**src/rtl/memory_arbiter.sv**
```systemverilog
// Serialises instruction-fetch and data requests onto one RAM port; data wins unless a waiting
// fetch has been passed over STARVE_MAX times. Define MEMARB_PERF_EN for stall-cycle counters.
module memory_arbiter #(
    parameter int ADDR_W     = 32,
    parameter int DATA_W     = 32,
    parameter int STARVE_MAX = 4
) (
    input  logic              CLK,
    input  logic              RST,
    input  logic              iREN,
    input  logic [ADDR_W-1:0] iaddr,
    output logic              ihit,
    output logic [DATA_W-1:0] iload,
    input  logic              dREN,
    input  logic              dWEN,
    input  logic [ADDR_W-1:0] daddr,
    input  logic [DATA_W-1:0] dstore,
    output logic              dhit,
    output logic [DATA_W-1:0] dload,
    output logic              ramREN,
    output logic              ramWEN,
    output logic [ADDR_W-1:0] ramaddr,
    output logic [DATA_W-1:0] ramstore,
    input  logic [DATA_W-1:0] ramload,
    input  logic              ramready
`ifdef MEMARB_PERF_EN
    ,
    output logic [31:0]       istall_cnt,
    output logic [31:0]       dstall_cnt
`endif
);

    typedef enum logic [1:0] {IDLE, DSERV, ISERV} state_t;

    localparam logic [3:0] STARVE_LIM = 4'(STARVE_MAX);

    function automatic logic [3:0] starve_inc(input logic [3:0] v);
        return (v >= STARVE_LIM) ? STARVE_LIM : v + 4'd1;
    endfunction

    state_t            state, state_nx;
    logic [3:0]        starve;
    logic [ADDR_W-1:0] addr_p0;
    logic [DATA_W-1:0] store_p0;
    logic              ren_p0, wen_p0;
    logic              d_req, fetch_due, grant_d, grant_i;

    assign d_req     = dREN | dWEN;
    assign fetch_due = iREN && (starve == STARVE_LIM);

    always_comb begin
        state_nx = state;
        grant_d  = 1'b0;
        grant_i  = 1'b0;
        case (state)
            IDLE: begin
                if (d_req && !fetch_due) begin
                    state_nx = DSERV;
                    grant_d  = 1'b1;
                end else if (iREN) begin
                    state_nx = ISERV;
                    grant_i  = 1'b1;
                end
            end
            DSERV, ISERV: begin
                if (ramready) state_nx = IDLE;
            end
            default: state_nx = IDLE;
        endcase
    end

    always_ff @(posedge CLK or posedge RST) begin
        if (RST) state <= IDLE;
        else     state <= state_nx;
    end

    // Grant stage: request captured here; the RAM sees only these registers
    always_ff @(posedge CLK or posedge RST) begin
        if (RST) begin
            starve   <= '0;
            addr_p0  <= '0;
            store_p0 <= '0;
            ren_p0   <= 1'b0;
            wen_p0   <= 1'b0;
        end else if (grant_d) begin
            addr_p0  <= daddr;
            store_p0 <= dstore;
            wen_p0   <= dWEN;
            ren_p0   <= ~dWEN;
            if (iREN) starve <= starve_inc(starve);
        end else if (grant_i) begin
            addr_p0  <= iaddr;
            store_p0 <= '0;
            wen_p0   <= 1'b0;
            ren_p0   <= 1'b1;
            starve   <= '0;
        end else if (state != IDLE && ramready) begin
            ren_p0   <= 1'b0;
            wen_p0   <= 1'b0;
        end
    end

    assign ramREN   = ren_p0;
    assign ramWEN   = wen_p0;
    assign ramaddr  = addr_p0;
    assign ramstore = store_p0;

    // Hits are gated by the live request so a requester that gave up never sees a stale strobe
    assign dhit  = (state == DSERV) && ramready && d_req;
    assign ihit  = (state == ISERV) && ramready && iREN;
    assign dload = ramload;
    assign iload = ramload;

`ifdef MEMARB_PERF_EN
    function automatic logic [31:0] sat_inc32(input logic [31:0] v);
        return (v == 32'hFFFF_FFFF) ? v : v + 32'd1;
    endfunction

    always_ff @(posedge CLK or posedge RST) begin
        if (RST) begin
            istall_cnt <= '0;
            dstall_cnt <= '0;
        end else begin
            if (iREN && !ihit)  istall_cnt <= sat_inc32(istall_cnt);
            if (d_req && !dhit) dstall_cnt <= sat_inc32(dstall_cnt);
        end
    end
`endif

endmodule

```
**config.mk**
```make
export PLATFORM = sky130hd
export DESIGN_NAME = memory_arbiter
export DESIGN_NICKNAME = d
export VERILOG_FILES = /design/src/rtl/memory_arbiter.sv
export SDC_FILE = /design/constraint.sdc
export NUM_CORES = 1
export LEC_CHECK = 0
export ABC_AREA = 1
export CAP_MARGIN = 20
export CORE_MARGIN = 2
export CORE_UTILIZATION = 38
export DETAILED_ROUTE_END_ITERATION = 8
export PLACE_DENSITY = 0.87
export SKIP_CTS_REPAIR_TIMING = 1
export SLEW_MARGIN = 20
export SYNTH_ARGS = -nofsm -noshare
export SYNTH_HDL_FRONTEND = slang
export SYNTH_SLANG_ARGS = --single-unit
```
**constraint.sdc**
```tcl
create_clock -name CLK -period 5.4 [get_ports CLK]
set_input_delay 1.08 -clock CLK [delete_from_list [all_inputs] [get_ports CLK]]
set_output_delay 1.08 -clock CLK [all_outputs]
set_load 0.005 [all_outputs]
```
==> out/results.ini <==
[timing]
tns_ns=0
relSlewSlack=0.518
setup_slack_ns=1.91
period_share=0.646
setup_violations=0
final_hold_viol_count=0
fmax_ghz=0.287
rsz0062_at_grt=false
skew_ns=0.0116
worst_pin_slew_ns=0.722
fin_crit_ns=3.49
report.final.slew_viol_count=0

[floorplan]
coreArea_um2=9680
io_pins=266
die_h_um=103
initial_utilization=0.387
rows=36
die_w_um=103
die_area_um2=10700

[setup_path]
critPathMaxFanout=5
cpLargestDelayFamily=buffers and inverters
path_common_cell=clkdlybuf4s50_1
cp_num_buf_inv=2
start_kind=input port
reg2reg_slack_ns=3.22
crit_start=iREN
crit_path_end_kind=output pin
crit_arrival_ns=2.41
cp.required_ns=4.32
r2r_cells=7
path_cells=clkdlybuf4s50_1 -> nand2_1 -> nor2_1 -> clkdlybuf4s50_1
path_class=input port to output pin
slowest_delay_ns=0.62
rr_startpoint=state[0]$_DFFE_PP0P_
slowest_stage=clkdlybuf4s50_1
timing.rr.end=starve[0]$_DFFE_PP0P_

[yosys]
yosysWarnings=0
ys_types=20
synth.cell_area_um2=3740
async_flop_share=1.00
ys_seq_area_frac=0.481
ys.flop_type=dfrtp_1
synth_edf_count=0
syn_inst=444
synth-seq-cells=72
syn-num-nets=583
syn_area_per_cell_um2=8.43

[final_layout]
seq_area_um2=1800
syn2layout_area_growth_pct=38.3
layout-drive-gt1-share=0.0572
multi_input_area_um2=1270
antenna-diode-count=0
nets=676
fillers=883
design_area_um2=5180
fin_util=0.535

[clock_network]
cts_tree=yes
clk_latency_ns=0.35
ctsLongestPathBuffers=2
cts-htree-levels=3
tritoncts.num_buffers=9
clk_pin_slew_ns=0.08
clock_sink_count=72
root_buffer=clkbuf_8

[placed_design]
pre_cts_ws_ns=1.90
place.gp.congestion=0.793
portBuffers=169
dp_hpwl_um=8000
dpl-instance-area_um2=5010

[detailed_routing]
drtIter0Drc=101
wire_per_inst_um=16.5
num_vias=3374
routed_wl_um=11100
vias_per_cell=5.00
first_pass_iters=5
postRouteAntennaNets=0
drc=0

[grt]
grt_overflow=0
top_usage_layer=met2
grt_usage=0.199
grt_max_degree=43
met1_usage=0.214
grt_pass1_vias=3283
grt_pass1_wl_um=16300
grtUsageMet2=0.382
use_met3=0.0504
antenna_found_initial=0

[outcome]
outcome=finished clean

[min_path]
holdPathEnd=ramstore[8]$_DFFE_PP0P_
hold_depth=2
hold_class=flip-flop to flip-flop
holdCritStartpoint=ramstore[8]$_DFFE_PP0P_

[flow_run]
drv_cap=0

[power]
max-vdd-ir-drop_mv=0.314
cellPowerDensity_nw_per_um2=485
p_leak_nw=2.37

## kinds of logic after synthesis
kind of cell    after synthesis  synth area share
compound gates                7            0.0130
fa+ha+maj                     5            0.0167
buf+inv                     105             0.180
flops                        72             0.481
simple gates                255             0.309
## placed cells by master (no fill, tap or decap), drive strengths merged
cell           Yosys  layout
inv               15      15
or2                1       1
clkinvlp           0       4
o21ai              4       4
nand3             70      70
a21oi              1       1
nand2            145     145
dfrtp             72      72
clkdlybuf4s50      0     169
clkinv             0       3
buf               85       3
nor2               6       6
ha                 5       5
nand4             33      33
o22ai              2       2
clkbuf             5       9
## layer usage
metal	vias to the layer above	part of all wire
met5	-	0
met4	0	0.015
met3	19	0.069
met2	166	0.55
met1	1616	0.36
li1	1573	-
## synthesized netlist by cell type (2+ instances only)
library cell,count,area share
nand2_1,142,0.14
dfrtp_1,72,0.48
o22ai_1,2,0.0033
buf_6,3,0.0090
clkbuf_1,5,0.0050
inv_2,4,0.0040
nand2_4,3,0.0090
buf_2,14,0.019
o21ai_0,3,0.0040
nor2_1,6,0.0060
buf_4,64,0.13
buf_1,4,0.0040
nand3_1,69,0.092
ha_1,5,0.017
nand4_1,33,0.055
inv_1,11,0.011
## registers in the layout (all words and copies together) (netlist names)
signal and cells:
ramaddr 32, ramWEN 1, starve 4, state 2, ramREN 1, ramstore 32
## final cells by class
cell class,instances,share of cell area
multi-input cells,267,0.245
flip-flops and latches,72,0.348
inverters,15,0.0109
repair buffers,172,0.331
clock inverters,7,0.00942
well taps,133,0.0321
clock buffers,9,0.0239
## metrics by stage
step / hold WS [ns] / total power [mW] / std cells
after floorplan: 0.472 / 1.49 / 444
after global placement: 0.463 / 2.10 / 659
after detailed placement: 0.464 / 2.15 / 659
after CTS: 0.490 / 2.54 / 675
after global routing: 0.510 / 2.70 / 675
final: 0.486 / 2.51 / 675
## worst register-to-register path, cell delays in order (launching register included)
cell	delay, ns
dfrtp_1	0.42
inv_1	0.10
ha_1	0.15
buf_4	0.41
nand2_1	0.13
inv_2	0.55
nand3_1	0.15
o22ai_1	0.19
## power breakdown
part	internal (mW)	switching, mW	leakage (nW)
registers	0.789	0.143	0.895
logic	0.639	0.566	1.40
clock network	0.165	0.208	0.0772
## worst max path at each step
stage / endpoint / slack, ns / cells after the start
global route: ihit / 1.84 / 4
global placement: ihit / 1.97 / 4
finish: ihit / 1.91 / 4
CTS: ihit / 1.88 / 4
detailed placement: ihit / 1.90 / 4
floorplan: ramREN$_DFFE_PP0P_ / 2.50 / 1
Note: power is estimated with default switching activity, not from simulation.
